[src/rtl/mem_port_arbiter_pkg.sv]
// Shared types and constants for the fetch/data memory port arbiter.
// Optional ack watchdog is enabled with `define MEM_ARB_TIMEOUT_EN.
package mem_arb_pkg;

  typedef enum logic [1:0] {
    IDLE  = 2'd0,
    D_ACC = 2'd1,
    I_ACC = 2'd2
  } arb_state_t;

  localparam logic [31:0] NOP_INST = 32'h00000013;
  localparam logic [3:0]  FULL_BE  = 4'hF;

endpackage

[src/rtl/mem_port_arbiter_if.sv]
// CPU fetch/data ports and the shared memory port, bundled for the arbiter.
// master = arbiter side, slave = core + memory side.
interface mem_port_arbiter_if #(
  parameter int unsigned ADDR_WIDTH = 32,
  parameter int unsigned DATA_WIDTH = 32
);
  logic [ADDR_WIDTH-1:0] imem_addr;
  logic                  imem_read;
  logic [31:0]           imem_read_data;
  logic                  imem_ready;

  logic [ADDR_WIDTH-1:0] dmem_addr;
  logic [DATA_WIDTH-1:0] dmem_write_data;
  logic                  dmem_read;
  logic                  dmem_write;
  logic [3:0]            dmem_byte_enable;
  logic [DATA_WIDTH-1:0] dmem_read_data;
  logic                  dmem_ready;

  logic                  mem_req;
  logic                  mem_we;
  logic [ADDR_WIDTH-1:0] mem_addr;
  logic [DATA_WIDTH-1:0] mem_wdata;
  logic [3:0]            mem_be;
  logic [DATA_WIDTH-1:0] mem_rdata;
  logic                  mem_ack;

  logic                  bus_error;

  modport master (
    input  imem_addr, imem_read,
    input  dmem_addr, dmem_write_data, dmem_read, dmem_write, dmem_byte_enable,
    input  mem_rdata, mem_ack,
    output imem_read_data, imem_ready,
    output dmem_read_data, dmem_ready,
    output mem_req, mem_we, mem_addr, mem_wdata, mem_be,
    output bus_error
  );

  modport slave (
    output imem_addr, imem_read,
    output dmem_addr, dmem_write_data, dmem_read, dmem_write, dmem_byte_enable,
    output mem_rdata, mem_ack,
    input  imem_read_data, imem_ready,
    input  dmem_read_data, dmem_ready,
    input  mem_req, mem_we, mem_addr, mem_wdata, mem_be,
    input  bus_error
  );
endinterface

[src/rtl/mem_port_arbiter_timeout.sv]
// Ack watchdog: counts cycles while enabled, flags when LIMIT-1 is reached.
// Used by mem_port_arbiter only when MEM_ARB_TIMEOUT_EN is defined.
module mem_arb_timeout #(
  parameter int unsigned LIMIT = 256
) (
  input  logic clk,
  input  logic reset,
  input  logic clear,
  input  logic enable,
  output logic expired
);
  localparam int unsigned CW = (LIMIT > 2) ? $clog2(LIMIT) : 1;

  logic [CW-1:0] count;

  always_ff @(posedge clk or posedge reset) begin
    if (reset) begin
      count <= '0;
    end else if (clear) begin
      count <= '0;
    end else if (enable && !expired) begin
      count <= count + CW'(1);
    end
  end

  assign expired = (count == CW'(LIMIT - 1));

endmodule

[src/rtl/mem_port_arbiter.sv]
// Shares one memory port between instruction fetch and data access, data first.
// Completed responses are held until both ports are ready. Watchdog: MEM_ARB_TIMEOUT_EN.
module mem_port_arbiter
  import mem_arb_pkg::*;
#(
  parameter int unsigned ADDR_WIDTH     = 32,
  parameter int unsigned DATA_WIDTH     = 32,
  parameter int unsigned TIMEOUT_CYCLES = 256
) (
  input logic               clk,
  input logic               reset,
  mem_port_arbiter_if.master bus
);

  localparam logic [1:0] S_IDLE  = IDLE;
  localparam logic [1:0] S_D_ACC = D_ACC;
  localparam logic [1:0] S_I_ACC = I_ACC;

  if (TIMEOUT_CYCLES < 2) begin : g_timeout_check
    $error("TIMEOUT_CYCLES must be at least 2");
  end

  logic [1:0]            state_q, state_d;
  logic                  req_q, req_d;
  logic                  we_q, we_d;
  logic [ADDR_WIDTH-1:0] addr_q, addr_d;
  logic [DATA_WIDTH-1:0] wdata_q, wdata_d;
  logic [3:0]            be_q, be_d;
  logic [31:0]           irdata_q, irdata_d;
  logic [DATA_WIDTH-1:0] drdata_q, drdata_d;
  logic                  i_done_q, i_done_d;
  logic                  d_done_q, d_done_d;

  logic i_pend, d_pend, i_ready, d_ready, retire, expired;

  assign i_pend  = bus.imem_read && !i_done_q;
  assign d_pend  = (bus.dmem_read || bus.dmem_write) && !d_done_q;
  assign i_ready = !bus.imem_read || i_done_q;
  assign d_ready = !(bus.dmem_read || bus.dmem_write) || d_done_q;
  assign retire  = i_ready && d_ready;

`ifdef MEM_ARB_TIMEOUT_EN
  logic bus_err_q, bus_err_d;

  mem_arb_timeout #(.LIMIT(TIMEOUT_CYCLES)) u_timeout (
    .clk     (clk),
    .reset   (reset),
    .clear   (state_q == S_IDLE),
    .enable  (state_q != S_IDLE),
    .expired (expired)
  );
`else
  assign expired = 1'b0;
`endif

  // State and response registers
  always_ff @(posedge clk or posedge reset) begin
    if (reset) begin
      state_q  <= S_IDLE;
      req_q    <= 1'b0;
      we_q     <= 1'b0;
      addr_q   <= '0;
      wdata_q  <= '0;
      be_q     <= 4'h0;
      irdata_q <= NOP_INST;
      drdata_q <= '0;
      i_done_q <= 1'b0;
      d_done_q <= 1'b0;
`ifdef MEM_ARB_TIMEOUT_EN
      bus_err_q <= 1'b0;
`endif
    end else begin
      state_q  <= state_d;
      req_q    <= req_d;
      we_q     <= we_d;
      addr_q   <= addr_d;
      wdata_q  <= wdata_d;
      be_q     <= be_d;
      irdata_q <= irdata_d;
      drdata_q <= drdata_d;
      i_done_q <= i_done_d;
      d_done_q <= d_done_d;
`ifdef MEM_ARB_TIMEOUT_EN
      bus_err_q <= bus_err_d;
`endif
    end
  end

  // Next-state: issue from IDLE, complete on ack (or watchdog expiry)
  always_comb begin
    state_d  = state_q;
    req_d    = req_q;
    we_d     = we_q;
    addr_d   = addr_q;
    wdata_d  = wdata_q;
    be_d     = be_q;
    irdata_d = irdata_q;
    drdata_d = drdata_q;
    i_done_d = i_done_q;
    d_done_d = d_done_q;
`ifdef MEM_ARB_TIMEOUT_EN
    bus_err_d = bus_err_q;
`endif

    // Retire clears first so a completion in the same cycle still sticks
    if (retire) begin
      i_done_d = 1'b0;
      d_done_d = 1'b0;
    end

    case (state_q)
      S_IDLE: begin
        if (d_pend) begin
          state_d = S_D_ACC;
          req_d   = 1'b1;
          we_d    = bus.dmem_write;
          addr_d  = bus.dmem_addr;
          wdata_d = bus.dmem_write_data;
          be_d    = bus.dmem_write ? bus.dmem_byte_enable : FULL_BE;
        end else if (i_pend) begin
          state_d = S_I_ACC;
          req_d   = 1'b1;
          we_d    = 1'b0;
          addr_d  = bus.imem_addr;
          be_d    = FULL_BE;
        end
      end
      S_D_ACC: begin
        if (bus.mem_ack || expired) begin
          state_d  = S_IDLE;
          req_d    = 1'b0;
          d_done_d = 1'b1;
          if (!we_q) begin
            drdata_d = bus.mem_ack ? bus.mem_rdata : '0;
          end
`ifdef MEM_ARB_TIMEOUT_EN
          if (!bus.mem_ack) bus_err_d = 1'b1;
`endif
        end
      end
      S_I_ACC: begin
        if (bus.mem_ack || expired) begin
          state_d  = S_IDLE;
          req_d    = 1'b0;
          i_done_d = 1'b1;
          irdata_d = bus.mem_ack ? 32'(bus.mem_rdata) : NOP_INST;
`ifdef MEM_ARB_TIMEOUT_EN
          if (!bus.mem_ack) bus_err_d = 1'b1;
`endif
        end
      end
      default: begin
        state_d = S_IDLE;
        req_d   = 1'b0;
      end
    endcase
  end

  assign bus.mem_req        = req_q;
  assign bus.mem_we         = we_q;
  assign bus.mem_addr       = addr_q;
  assign bus.mem_wdata      = wdata_q;
  assign bus.mem_be         = be_q;
  assign bus.imem_read_data = irdata_q;
  assign bus.dmem_read_data = drdata_q;
  assign bus.imem_ready     = i_ready;
  assign bus.dmem_ready     = d_ready;
`ifdef MEM_ARB_TIMEOUT_EN
  assign bus.bus_error      = bus_err_q;
`else
  assign bus.bus_error      = 1'b0;
`endif

endmodule

[src/flat_wrapper.sv]
// flat-port wrapper written by rule: the top's interface ports become plain ports
module mem_port_arbiter_flat import mem_arb_pkg::*;
#(
  parameter int unsigned ADDR_WIDTH     = 32,
  parameter int unsigned DATA_WIDTH     = 32,
  parameter int unsigned TIMEOUT_CYCLES = 256
)
  (clk, reset, bus_imem_addr, bus_imem_read, bus_dmem_addr, bus_dmem_write_data, bus_dmem_read, bus_dmem_write, bus_dmem_byte_enable, bus_mem_rdata, bus_mem_ack, bus_imem_read_data, bus_imem_ready, bus_dmem_read_data, bus_dmem_ready, bus_mem_req, bus_mem_we, bus_mem_addr, bus_mem_wdata, bus_mem_be, bus_bus_error);
  mem_port_arbiter_if #(.ADDR_WIDTH(ADDR_WIDTH), .DATA_WIDTH(DATA_WIDTH)) bus_i ();
  input logic clk;
  input logic reset;
  input wire logic [$bits(bus_i.imem_addr)-1:0] bus_imem_addr;
  input wire logic [$bits(bus_i.imem_read)-1:0] bus_imem_read;
  input wire logic [$bits(bus_i.dmem_addr)-1:0] bus_dmem_addr;
  input wire logic [$bits(bus_i.dmem_write_data)-1:0] bus_dmem_write_data;
  input wire logic [$bits(bus_i.dmem_read)-1:0] bus_dmem_read;
  input wire logic [$bits(bus_i.dmem_write)-1:0] bus_dmem_write;
  input wire logic [$bits(bus_i.dmem_byte_enable)-1:0] bus_dmem_byte_enable;
  input wire logic [$bits(bus_i.mem_rdata)-1:0] bus_mem_rdata;
  input wire logic [$bits(bus_i.mem_ack)-1:0] bus_mem_ack;
  output wire logic [$bits(bus_i.imem_read_data)-1:0] bus_imem_read_data;
  output wire logic [$bits(bus_i.imem_ready)-1:0] bus_imem_ready;
  output wire logic [$bits(bus_i.dmem_read_data)-1:0] bus_dmem_read_data;
  output wire logic [$bits(bus_i.dmem_ready)-1:0] bus_dmem_ready;
  output wire logic [$bits(bus_i.mem_req)-1:0] bus_mem_req;
  output wire logic [$bits(bus_i.mem_we)-1:0] bus_mem_we;
  output wire logic [$bits(bus_i.mem_addr)-1:0] bus_mem_addr;
  output wire logic [$bits(bus_i.mem_wdata)-1:0] bus_mem_wdata;
  output wire logic [$bits(bus_i.mem_be)-1:0] bus_mem_be;
  output wire logic [$bits(bus_i.bus_error)-1:0] bus_bus_error;
  assign bus_i.imem_addr = bus_imem_addr;
  assign bus_i.imem_read = bus_imem_read;
  assign bus_i.dmem_addr = bus_dmem_addr;
  assign bus_i.dmem_write_data = bus_dmem_write_data;
  assign bus_i.dmem_read = bus_dmem_read;
  assign bus_i.dmem_write = bus_dmem_write;
  assign bus_i.dmem_byte_enable = bus_dmem_byte_enable;
  assign bus_i.mem_rdata = bus_mem_rdata;
  assign bus_i.mem_ack = bus_mem_ack;
  assign bus_imem_read_data = bus_i.imem_read_data;
  assign bus_imem_ready = bus_i.imem_ready;
  assign bus_dmem_read_data = bus_i.dmem_read_data;
  assign bus_dmem_ready = bus_i.dmem_ready;
  assign bus_mem_req = bus_i.mem_req;
  assign bus_mem_we = bus_i.mem_we;
  assign bus_mem_addr = bus_i.mem_addr;
  assign bus_mem_wdata = bus_i.mem_wdata;
  assign bus_mem_be = bus_i.mem_be;
  assign bus_bus_error = bus_i.bus_error;
  mem_port_arbiter #(.ADDR_WIDTH(ADDR_WIDTH), .DATA_WIDTH(DATA_WIDTH), .TIMEOUT_CYCLES(TIMEOUT_CYCLES)) u_core (.clk(clk), .reset(reset), .bus(bus_i));
endmodule
[config.mk]
export PLATFORM = sky130hd
export DESIGN_NAME = mem_port_arbiter_flat
export DESIGN_NICKNAME = d
export VERILOG_FILES = /design/src/rtl/mem_port_arbiter_pkg.sv /design/src/rtl/mem_port_arbiter_if.sv /design/src/rtl/mem_port_arbiter_timeout.sv /design/src/rtl/mem_port_arbiter.sv /design/src/flat_wrapper.sv
export SDC_FILE = /design/constraint.sdc
export NUM_CORES = 1
export LEC_CHECK = 0
export CAP_MARGIN = 0
export CORE_MARGIN = 4
export CORE_UTILIZATION = 32
export DETAILED_ROUTE_END_ITERATION = 10
export SLEW_MARGIN = 10
export SYNTH_ARGS = -nofsm -noshare
export SYNTH_HDL_FRONTEND = slang
export SYNTH_HIERARCHICAL = 1
export SYNTH_SLANG_ARGS = --single-unit
[constraint.sdc]
create_clock -name clk -period 5.7 [get_ports clk]
set_clock_uncertainty 0.05 [all_clocks]
set_input_delay 0.855 -clock clk [delete_from_list [all_inputs] [get_ports clk]]
set_output_delay 0.855 -clock clk [all_outputs]
set_load 0.01 [all_outputs]
==> results.json <==
{
  "ys_ff_latch": 138,
  "leakagePower_nw": 3.976,
  "final_area_mm2": 0.009376,
  "wl_per_cell_um": 18.56,
  "die_w_um": 144.0,
  "reg2reg_depth": 4,
  "cts_root_buf": "clkbuf_16",
  "crit_start": "bus_dmem_write",
  "netlist_instances": 426,
  "peakVddDrop_uv": 264.1,
  "antenna_left": 0,
  "criticalPathCategory": "primary input to primary output",
  "hold_class": "flip-flop to flip-flop",
  "drt_wl_total_um": 17400,
  "cap_violations": 0,
  "status": "finished, final reports clean",
  "fin_cells": 937,
  "clk_pin_slew_ps": 60,
  "ys_seq_area_share_pct": 58.41,
  "drv_slew": 0,
  "synth_top_area_share_pct": 57.08,
  "post_cts_buffers": 0,
  "critical_path.endpoint": "bus_dmem_ready",
  "clk_latency_ps": 410,
  "rsz0062_at_grt": "false",
  "start_kind": "primary input",
  "place_ws_ps": 2013,
  "powerDensity_mw_per_mm2": 581.6,
  "drc": 0,
  "diodes": 0,
  "fin_crit_sh_pct": 64.58,
  "critPathRequiredTime_ps": 4800,
  "worstMarginPinSlew_ps": 902.4,
  "setup_viol": 0,
  "critical_path.top_delay_family": "buffers and inverters",
  "synthesis.nets": 567,
  "first_iter_violations": 157,
  "ctsResizeCount": 0,
  "via_per_inst": 4.682,
  "die_area_mm2": 0.02073,
  "grt_use_total_pct": 16.49,
  "initial_core_util_pct": 32.72,
  "critPathBufInv": 3,
  "clock_sinks": 138,
  "yosys_warnings": 6,
  "worstPathArrival_ps": 2780,
  "max_clock_freq_ghz": 0.2717,
  "synth_area_per_cell_um2": 13.89,
  "grt_start_max_net_pins": 93,
  "pin_count": 275,
  "synth.distinct_cells": 34,
  "core_region_area_mm2": 0.01809,
  "min_period_ps": 3681,
  "relSlewSlack_pct": 39.77,
  "grt_pass1_vias": 4897,
  "h-tree-depth": 4,
  "finalHoldViolations": 0,
  "grt_pass1_wl_um": 26300,
  "setup_slack_ps": 2019,
  "place_inst": 905,
  "layout-drive-gt1-share_pct": 21.61,
  "path_depth": 4,
  "synth_area_leader_cell": "dfrtp_1",
  "endpoint_kind": "primary output",
  "r2r_end": "u_core/bus.dmem_read_data[28]",
  "critPathMaxStageDelay_ps": 570,
  "cts_buffers": 17,
  "worstPathCellList": "clkdlybuf4s50_1 > o21ba_4 > inv_4 > clkdlybuf4s50_1",
  "overflow": 0,
  "reg2reg_setup_slack_ps": 3540,
  "area_growth_pct": 58.44,
  "via_count": 4387,
  "syn-cell-area_mm2": 0.005918,
  "fin_nets": 836,
  "cts_tree": "done",
  "dpl.hpwl_um": 12680,
  "die_y_um": 144.0,
  "critPathSlowestCell": "clkdlybuf4s50_1",
  "numPortBuffers": 273,
  "ys_top_cells_by_area": "dfrtp_1 57%, mux2_2 9.1%, mux2_4 7.6%",
  "hold_ws_ps": 440.3,
  "critPathMaxFanout": 37,
  "place_congestion": 0.7243,
  "reg2reg_from": "u_core/state_q[1]",
  "drt_pass1_iterations": 4,
  "dpl-instance-area_mm2": 0.008803,
  "cts.path.max_buffers": 2,
  "cts-hold-fix-buffers": 0,
  "num_rows": 49,
  "crit_path_frequent_cell": "clkdlybuf4s50_1",
  "antenna_found_initial": 0,
  "finalSetupTns_ps": 0
}
==> worst min path at each step <==
| stage | startpoint | endpoint | slack, ps | depth (start not counted) |
|---|---|---|---|---|
| 6_report | u_core/bus.dmem_read_data[25] | u_core/bus.dmem_read_data[25] | 440 | 1 |
| 3_3_place_gp | u_core/bus.dmem_read_data[20] | u_core/bus.dmem_read_data[20] | 420 | 1 |
| 2_1_floorplan | u_core/i_done_q | u_core/i_done_q | 410 | 2 |
| 5_1_grt | u_core/bus.mem_wdata[30] | u_core/bus.mem_wdata[30] | 460 | 1 |
| 3_5_place_dp | u_core/bus.dmem_read_data[25] | u_core/bus.dmem_read_data[25] | 430 | 1 |
| 4_1_cts | u_core/bus.dmem_read_data[25] | u_core/bus.dmem_read_data[25] | 440 | 1 |
==> cells in the final DEF, fill, tap and decap left out, types with 2 or more instances in the layout <==
cell type,netlist,final
mux2_2,48,48
clkinvlp_4,0,5
a211oi_1,2,2
clkbuf_16,0,17
a211oi_2,30,30
bufinv_16,0,2
ha_1,3,3
nand2_1,3,3
o22a_1,5,5
inv_1,37,36
nor2b_1,2,2
mux2_4,30,30
inv_6,0,2
mux2_1,18,18
a21oi_1,3,3
clkinv_2,0,4
buf_4,7,4
nor3_1,64,64
dfstp_2,3,3
nand3b_1,2,2
clkdlybuf4s50_1,0,273
dfrtp_1,135,135
clkbuf_1,2,2
==> sequential cells by signal (all words and copies together) (netlist names) <==
register                   cells
u_core/bus.mem_addr           32
u_core/bus.mem_be              4
u_core/d_done_q                1
u_core/bus.dmem_read_data     32
u_core/bus.mem_we              1
u_core/bus.mem_req             1
u_core/i_done_q                1
u_core/bus.mem_wdata          32
u_core/state_q                 2
u_core/bus.imem_read_data     32
==> synthesized netlist by cell type (all sizes together) <==
cell type and number:
o22a 5, nand2 4, mux2 96, dfrtp 135, dfstp 3, nor2b 2, clkbuf 2, conb 1
a22o 1, nand2b 1, nor2 1, a22oi 1, inv 39, a211oi 32, ha 3, a21oi 3
o22ai 1, o21ba 1, nand3 1, buf 25, o21ai 3, nand3b 2, nor3 64
==> report_power, final <==
group | internal (mW) | leakage, nW | switching, mW
clock network | 0.653 | 0.268 | 0.408
registers | 1.48 | 1.60 | 0.266
logic | 1.52 | 2.11 | 1.12
==> logic make-up after synthesis <==
kind of cell / synth area share [%]
other: 0.06336
adders and majority gates: 0.6343
muxes: 20.17
AOI/OAI and AO/OA: 8.753
buffers and inverters: 5.454
and+or+nand+nor: 6.511
DFF: 58.41
==> metal layers <==
metal | vias to the layer above | part of all wire, % | routed length (um) | track usage (%)
met3 | 17 | 11 | 1937 | 8.300
met1 | 2148 | 39 | 6737 | 18.98
met2 | 187 | 48 | 8401 | 26.92
li1 | 2035 | - | - | -
met5 | - | 0 | 0 | 0
met4 | 0 | 1.8 | 318 | 5.203
==> final cells by class <==
type / instances / area (um^2)
well taps: 229 / 286.5
inverters: 39 / 153.9
flip-flops and latches: 138 / 3457
repair buffers: 277 / 2763
clock buffers: 20 / 446.7
multi-input cells: 222 / 2143
clock inverters: 12 / 126.4
fillers: 1535 / 8710
==> through the flow <==
step           power, mW  util, %
5_1_grt            5.785    51.84
3_5_place_dp       4.441    48.68
3_3_place_gp       4.378    48.68
2_1_floorplan      3.115        -
4_1_cts            5.545    51.84
6_report           5.454    51.84
Power figures use the tool's default switching activity.
